**config.mk**
```make
export PLATFORM = sky130hd
export DESIGN_NAME = adc_capture_sequencer
export DESIGN_NICKNAME = d
export VERILOG_FILES = /design/src/rtl/adc_capture_sequencer.sv
export SDC_FILE = /design/constraint.sdc
export NUM_CORES = 1
export LEC_CHECK = 0
export BUFFER_PORTS_ARGS = -buffer_cell sky130_fd_sc_hd__buf_2
export CORE_MARGIN = 2
export CORE_UTILIZATION = 40
export DETAILED_ROUTE_END_ITERATION = 10
export HOLD_SLACK_MARGIN = 0.06
export MAX_ROUTING_LAYER = met4
export PLACE_DENSITY_LB_ADDON = 0.05
export SYNTH_ARGS = -nofsm -noshare
export SYNTH_HDL_FRONTEND = slang
export SYNTH_SLANG_ARGS = --single-unit
```
**constraint.sdc**
```tcl
create_clock -name ref_clk -period 2.8 [get_ports ref_clk]
set_clock_uncertainty 0.15 [all_clocks]
set_input_delay 0.56 -clock ref_clk [delete_from_list [all_inputs] [get_ports ref_clk]]
set_output_delay 0.56 -clock ref_clk [all_outputs]
set_load 0.05 [all_outputs]
```
**src/rtl/adc_capture_sequencer.sv**
```systemverilog
// Frame-capture controller for a 12-bit SPI ADC: paced CONVST, conversion wait,
// SPI transfer (config word out, sample in), then one buffer write per sample.
module adc_capture_sequencer #(
    parameter int CLK_DIV       = 2,
    parameter int CONV_CYCLES   = 80,
    parameter int SAMPLE_PERIOD = 1000,
    parameter int NUM_SAMPLES   = 128,
    parameter int ADDR_W        = 7
) (
    input  logic              ref_clk,
    input  logic              reset_n,
    input  logic              start,
    input  logic [2:0]        channel,
    input  logic              spi_sdo,
    output logic              spi_sdi,
    output logic              spi_scl,
    output logic              CONVST,
    output logic              wr_en,
    output logic [ADDR_W-1:0] addr,
    output logic [11:0]       data,
    output logic              busy,
    output logic              ready,
    output logic [2:0]        o_currentState
);
    // state | meaning
    // IDLE  | after reset, waiting for start
    // CONV  | CONVST high for 2 cycles, sample period restarts
    // WAIT  | ADC conversion time
    // SHIFT | 12 SCL periods: config out on sdi, sample in on sdo
    // STORE | one-cycle buffer write
    // PACE  | hold off until the sample period has elapsed
    // DONE  | frame complete, waiting for start
    localparam logic [2:0] IDLE  = 3'd0;
    localparam logic [2:0] CONV  = 3'd1;
    localparam logic [2:0] WAIT  = 3'd2;
    localparam logic [2:0] SHIFT = 3'd3;
    localparam logic [2:0] STORE = 3'd4;
    localparam logic [2:0] PACE  = 3'd5;
    localparam logic [2:0] DONE  = 3'd6;

    localparam int TMIN = CONV_CYCLES + 24 * CLK_DIV + 4;
    localparam int PMAX = (SAMPLE_PERIOD > TMIN) ? SAMPLE_PERIOD : TMIN;
    localparam int PW   = $clog2(PMAX + 1);
    localparam int CMAX = (CONV_CYCLES > CLK_DIV) ? CONV_CYCLES : CLK_DIV;
    localparam int CW   = $clog2(CMAX + 1);

    logic [2:0]        state_q, state_d;
    logic [ADDR_W-1:0] idx_q, idx_d;
    logic [2:0]        ch_q, ch_d;
    logic [PW-1:0]     per_q, per_d;
    logic [CW-1:0]     cnt_q, cnt_d;
    logic [3:0]        bit_q, bit_d;
    logic [11:0]       sh_q, sh_d;
    logic              scl_q, scl_d;
    logic              sdi_q, sdi_d;
    logic              convst_q, convst_d;
    logic              wr_q, wr_d;
    logic [ADDR_W-1:0] addr_q, addr_d;
    logic [11:0]       data_q, data_d;
    logic              busy_q, busy_d;
    logic              ready_q, ready_d;
    logic [11:0]       cfg_word;

    // Config word bits: S/D, O/S, S1, S0, UNI, SLP, then six don't-care zeros.
    assign cfg_word = {1'b1, ch_q[0], ch_q[2], ch_q[1], 1'b1, 1'b0, 6'b0};

    always_comb begin
        state_d = state_q;
        idx_d   = idx_q;
        ch_d    = ch_q;
        per_d   = (state_q == IDLE || state_q == DONE) ? per_q : per_q + PW'(1);
        cnt_d   = cnt_q;
        bit_d   = bit_q;
        sh_d    = sh_q;
        scl_d   = scl_q;
        sdi_d   = sdi_q;
        addr_d  = addr_q;
        data_d  = data_q;
        case (state_q)
            IDLE, DONE: begin
                if (start) begin
                    state_d = CONV;
                    ch_d    = channel;
                    idx_d   = '0;
                    cnt_d   = '0;
                    per_d   = '0;
                end
            end
            CONV: begin
                cnt_d = cnt_q + CW'(1);
                if (cnt_q == CW'(1)) begin
                    state_d = WAIT;
                    cnt_d   = '0;
                end
            end
            WAIT: begin
                cnt_d = cnt_q + CW'(1);
                if (cnt_q == CW'(CONV_CYCLES - 1)) begin
                    state_d = SHIFT;
                    cnt_d   = '0;
                    bit_d   = '0;
                    scl_d   = 1'b0;
                    sdi_d   = cfg_word[11];
                end
            end
            SHIFT: begin
                cnt_d = cnt_q + CW'(1);
                if (cnt_q == CW'(CLK_DIV - 1)) begin
                    cnt_d = '0;
                    scl_d = ~scl_q;
                    if (!scl_q) begin
                        sh_d = {sh_q[10:0], spi_sdo};
                    end else if (bit_q == 4'd11) begin
                        state_d = STORE;
                        sdi_d   = 1'b0;
                    end else begin
                        bit_d = bit_q + 4'd1;
                        sdi_d = cfg_word[4'd10 - bit_q];
                    end
                end
            end
            STORE: begin
                if (idx_q == ADDR_W'(NUM_SAMPLES - 1)) begin
                    state_d = DONE;
                end else begin
                    idx_d   = idx_q + ADDR_W'(1);
                    state_d = PACE;
                end
            end
            PACE: begin
                // >= rather than == lets a too-short period fall back to the minimum.
                if (per_q >= PW'(SAMPLE_PERIOD - 1)) begin
                    state_d = CONV;
                    cnt_d   = '0;
                    per_d   = '0;
                end
            end
            default: state_d = IDLE;
        endcase

        convst_d = (state_d == CONV);
        wr_d     = (state_d == STORE);
        busy_d   = (state_d == CONV) || (state_d == WAIT) || (state_d == SHIFT) ||
                   (state_d == STORE) || (state_d == PACE);
        ready_d  = (state_d == DONE);
        if (state_d == STORE) begin
            addr_d = idx_q;
            data_d = sh_q;
        end
    end

    always_ff @(posedge ref_clk or negedge reset_n) begin
        if (!reset_n) begin
            state_q  <= IDLE;
            idx_q    <= '0;
            ch_q     <= '0;
            per_q    <= '0;
            cnt_q    <= '0;
            bit_q    <= '0;
            sh_q     <= '0;
            scl_q    <= 1'b0;
            sdi_q    <= 1'b0;
            convst_q <= 1'b0;
            wr_q     <= 1'b0;
            addr_q   <= '0;
            data_q   <= '0;
            busy_q   <= 1'b0;
            ready_q  <= 1'b0;
        end else begin
            state_q  <= state_d;
            idx_q    <= idx_d;
            ch_q     <= ch_d;
            per_q    <= per_d;
            cnt_q    <= cnt_d;
            bit_q    <= bit_d;
            sh_q     <= sh_d;
            scl_q    <= scl_d;
            sdi_q    <= sdi_d;
            convst_q <= convst_d;
            wr_q     <= wr_d;
            addr_q   <= addr_d;
            data_q   <= data_d;
            busy_q   <= busy_d;
            ready_q  <= ready_d;
        end
    end

    assign spi_sdi        = sdi_q;
    assign spi_scl        = scl_q;
    assign CONVST         = convst_q;
    assign wr_en          = wr_q;
    assign addr           = addr_q;
    assign data           = data_q;
    assign busy           = busy_q;
    assign ready          = ready_q;
    assign o_currentState = state_q;
endmodule

```
## Yosys cells after proc, flatten, opt, wreduce, memory -nomap -nowiden

Index checks and enable logic that the tools add are counted.

- Register bits: 71
- Input bits: 7
- Output and inout port bits: 28
- Logic and storage cells: 99

- Add/subtract/negate cells: 5
- Magnitude comparators: 2
- Equality and inequality tests: 23
- Multiplexer cells: 35
- Bitwise operators: 1
- Reduce and logical (&&, ||, !) cells: 18

Operators with widths:

| operator | count |
|---|---|
| $mux W7 | 5 |
| $mux W10 | 3 |
| $pmux W7 S4 | 1 |
| $mux W3 | 7 |
| $pmux W10 S2 | 1 |
| $eq A3 B3 Y1 const B | 6 |
| $pmux W3 S6 | 1 |
| $mux W4 | 4 |
| $add A7 B1 Y7 const B | 2 |
| $eq A7 B7 Y1 const B | 2 |
| $ne A2 B2 Y1 const B | 7 |
| $pmux W7 S2 | 1 |
| $eq A3 B2 Y1 const B | 4 |
| $reduce_and A3 Y1 | 4 |
| $add A10 B1 Y10 const B | 1 |
| $ge A10 B10 Y1 const B | 1 |
| $pmux W4 S2 | 1 |
| $eq A7 B1 Y1 const B | 1 |
| $mux W1 | 7 |
| $eq A3 B1 Y1 const B | 2 |
| $logic_or A1 B1 Y1 | 5 |
| $lt A4 B5 Y1 const B | 1 |
| $reduce_and A5 Y1 | 1 |
| $add A4 B1 Y4 const B | 1 |
| other kinds (12) | 15 |

## Logic depth before layout (Yosys ltp)

- Depth after elaboration: 10
- Gate-level depth with buffers: 10
- Mapped depth without buffers: 8

## Least setup slack after synthesis

No wires, ideal clock.

- Kind: register -> register
- Start: register state_q[0] (netlist: o_currentState[0])
- End: register data_q[0] (netlist: data[0])
- Library setup time: 0.119 ns
- Data arrival time: 2.315 ns
- Data required time: 2.531 ns
- Slack: 0.216 ns
- Cell stages (with the launch flop): 9
- Path buffers: 3
- Clock period less this slack: 2.584 ns
- Cell sequence: dfrtp_1 > inv_1 > or4_1 > buf_2 > or3_1 > buf_2 > buf_6 > nand2_1 > nand2_1

- Cells in the longest elaborated chain, start to end: 5
- Elaborated cells on any way between the ends: 17
- Classes of those cells: 7 x eq/ne; 8 x mux; 2 x reduce/logical

Ends and longest elaborated chain:

| what | line | RTL |
|---|---|---|
| start, declared | 47 | `logic [2:0] state_q, state_d;` |
| start signal, assigned | 170 | `state_q <= state_d;` |
| $mux W3 | 113 | `end else if (bit_q == 4'd11) begin` |
| $mux W3 | 111 | `if (!scl_q) begin` |
| $mux W3 | 108 | `if (cnt_q == CW'(CLK_DIV - 1)) begin` |
| $pmux W3 S6 * | 79 | `case (state_q)` |
| $eq A3 B3 Y1 * | 146 | `if (state_d == STORE) begin` |
| end signal, assigned | 182 | `data_q <= data_d;` |
| end, declared | 59 | `logic [11:0] data_q, data_d;` |

Mark *: on every way between the ends. The rest lies on a longest branch, timed or not.
A chain may end at the register's enable or synchronous reset.

## Worst setup path after layout

- Start: register cnt_q[1]
- End: register addr_q[6] (netlist: addr[6])

- Cells in the longest elaborated chain, start to end: 4
- Elaborated cells on any way between the ends: 7
- Classes of those cells: 3 x eq/ne; 4 x mux

Ends and longest elaborated chain:

| what | line | RTL |
|---|---|---|
| start, declared | 51 | `logic [CW-1:0] cnt_q, cnt_d;` |
| start signal, assigned | 174 | `cnt_q <= cnt_d;` |
| $eq A7 B1 Y1 / $eq A7 B7 Y1 (equally long branches) | 91, 108, 98 |  |
| $mux W3 (on tied branches) | 108, 91, 98 |  |
| $pmux W3 S6 * | 79 |  |
| $eq A3 B3 Y1 * | 146 |  |
| end signal, assigned | 181 | `addr_q <= addr_d;` |
| end, declared | 58 | `logic [ADDR_W-1:0] addr_q, addr_d;` |

Marked as above.

==> summary.txt <==
compound-cell area share of the yosys netlist: 0.132
largest net degree at the start of global routing: 52
worst min path class: primary input to flop
Pre-Repair DR Iteration Count: 4
clk_lat worst skew: 0.34 ns
Worst-path clk slew: 0.08 ns
Clk network pwr share: 0.282
minimum clock period: 2.65 ns
Post-synth EDFFs: 0
Final Hold Viols: 0
via count: 2,628
most frequent cells in the layout: 87 x nand2_1, 71 x dfrtp_1, 34 x buf_2
Starting Density: 0.415
final worst-path cycle share: 0.948
First DRT Iteration DRCs: 112
met1 global-route usage: 0.234
Die Height: 96.8 um
dpl ws: 0.162 ns
R2R depth: 8
Synth Area in Simple Gates: 0.206
vias in the first global route: 2,636
sequential share of the synthesized area: 0.516
Seq cells post-synth: 71
CP max stage cell: or4_1
Max Clock Freq: 0.377 GHz
post-synthesis xor/xnor area fraction: 0.0178
Die Wd: 96.8 um
# rows: 33
busiest grt layer: met2
Antenna diodes: 0
mux share of post-synthesis cell area: 0.0716
Cell Pwr Density: 702 mW/mm^2
I/O Buffers: 34
Mapped Cells: 358
main combinational cell family by area after synthesis: simple AND/OR/NAND/NOR gates
Antenna Nets Post-Route: 0
Logic pwr share: 0.215
Worst slew margin: 0.368
status: completed
Vias/cell: 5.13
worst-path fanout max: 21
syn_nets: 371
stages on the worst setup path: 8
final WL: 7.15 mm
Peak supply drop: 0.309 mV
startpoint types: flop
first-pass GRT wire length: 12.6 mm
Leakage: 0.00196 uW
DP HPWL: 5.03 mm
M3 GR Usage: 0.0325
Clock Tree Root: clkbuf_8
Sw Pwr: 905 uW
DIE AREA: 0.00936 mm^2
Synthesis Warnings: 0
Async S/R FF share, synth: 1.00
gr ovfl total: 0
total negative slack: 0 ns
Setup WS post-layout: 0.146 ns
syn avg cell area: 9.61 um^2
initial antenna violation count: 0
share of layout cells above drive strength 1: 0.201
number of buffers and inverters on the critical path: 2
Setup CP Type: flop to flop
Core Area: 0.00830 mm^2
Synth cell types: 46
ys flop type: dfrtp_1
CTS tree: yes
Num Clock Sinks: 71
detailed-route DRC error count: 0
final setup vio count: 0
CTS H-Tree Depth: 3
Worst Hold Path Cells: 2
WP data arrival: 2.73 ns
post-cts resize count: 0
CP endpoint kind: flop
Inserted Clock Buffers: 9
Top delay family on crit path: simple AND/OR/NAND/NOR gates
fin. max-slew vios: 0
# IOs: 35
commonest non-fill, non-tap cell in the layout: nand2_1
Slew @ Worst Pin: 0.941 ns
wire per inst: 14.0 um
area grow syn2layout: 15.6%
unrepaired setup endpoints after global routing: false
Sw Ratio: 0.324
Total GRT Usage: 0.167
met2 Usage GRT: 0.243
Int Power: 1890 uW
register share of total power: 0.503
Final nets: 416
Cell Area, Synth: 0.00344 mm^2
max incr delay on CP: 0.51 ns
Critical Path RT: 2.87 ns
crit-path cells: inv_1, ha_1, or4b_1, or4_1, or3_1, buf_4, nand2_1, o21ai_2
Placer Congestion: 0.808
post-synthesis adder-cell area fraction: 0.0218
post-CTS setup repair buffer count: 0
Max Root-Sink Buffers: 2
max cap viols: 0
registers in the layout, indices dropped and copies added, names as in the netlist:
signal          cells
sh_q               12
per_q              10
CONVST              1
spi_sdi             1
o_currentState      3
wr_en               1
ch_q                3
spi_scl             1
bit_q               4
cnt_q               7
idx_q               7
addr                7
ready               1
data               12
busy                1
per-stage QoR:
step,power (uW),instance area [um^2],hold WS [ns],cells,util
final,2790,3980,0.297,512,0.479
after global routing,2990,3980,0.291,512,0.479
after CTS,2830,3980,0.287,512,0.479
after detailed placement,2030,3780,0.300,496,0.456
after global placement,2010,3780,0.296,496,0.456
after floorplan,1850,3440,0.114,358,-
what timing repair did:
item | in CTS | in global routing
endpoints found under the setup margin | 0 | 1
hold buffers | 1 | 0
endpoints found under the hold margin | 14 | 0
routing by layer:
metal,part of all wire,vias to the layer above
met3,0.029,9
met1,0.51,1250
li1,-,1333
met4,0.016,0
met5,0,-
met2,0.45,36
power by group through the flow:
stage          logic, uW  clock network, uW  registers, uW
2_1_floorplan        433                  0           1420
3_3_place_gp         594                  0           1420
3_5_place_dp         609                  0           1420
4_1_cts              613                815           1400
5_1_grt              699                855           1440
6_report             601                786           1400
cell type report:
type,count,area (um^2)
multi-input cells,265,1550
clock buffers,9,124
fillers,829,4320
repair buffers,48,303
inverters,8,30.0
well taps,105,131
flip-flops and latches,71,1780
clock inverters,6,62.6
kinds of logic (layout without fill, tap and decap cells):
logic type	after synthesis	count (layout)
compound gates	74	74
fa+ha+maj	6	6
buf+inv	22	71
flops	71	71
mux	19	19
xor+xnor	7	7
simple gates	159	159
path summary, 6_finish.rpt:
check                                      from                           to  slack (ns)
setup / recovery           cnt_q[1]$_DFFE_PN0P_          addr[6]$_DFFE_PN0P_        0.15
hold / removal                          spi_sdo          sh_q[0]$_DFFE_PN0P_        0.30
setup reg to reg           cnt_q[1]$_DFFE_PN0P_          addr[6]$_DFFE_PN0P_        0.15
hold reg to reg             addr[4]$_DFFE_PN0P_          addr[4]$_DFFE_PN0P_        0.31
max in group asynchronous               reset_n  o_currentState[2]$_DFF_PN0_        1.29
min in group asynchronous               reset_n         bit_q[2]$_DFFE_PN0P_        0.58
cells in the mapped netlist, types with 3 or more instances:
| cell | number | share of area |
|---|---|---|
| inv_1 | 8 | 0.0087 |
| dfrtp_1 | 71 | 0.52 |
| ha_1 | 6 | 0.022 |
| or3_1 | 5 | 0.0091 |
| buf_2 | 5 | 0.0073 |
| a31oi_1 | 5 | 0.0091 |
| mux2i_1 | 4 | 0.012 |
| a41oi_1 | 3 | 0.0076 |
| nand2b_1 | 6 | 0.011 |
| and3_1 | 3 | 0.0055 |
| o21ai_0 | 23 | 0.033 |
| mux2_4 | 10 | 0.044 |
| nand3_1 | 13 | 0.019 |
| buf_6 | 4 | 0.013 |
| nand2_1 | 87 | 0.095 |
| nor2_1 | 26 | 0.028 |
| clkbuf_1 | 5 | 0.0055 |
| xor2_1 | 5 | 0.013 |
| o31ai_1 | 5 | 0.011 |
| mux2_2 | 5 | 0.016 |
| nor3_1 | 7 | 0.010 |
| a21oi_1 | 22 | 0.032 |
(Power assumes the default switching activity.)
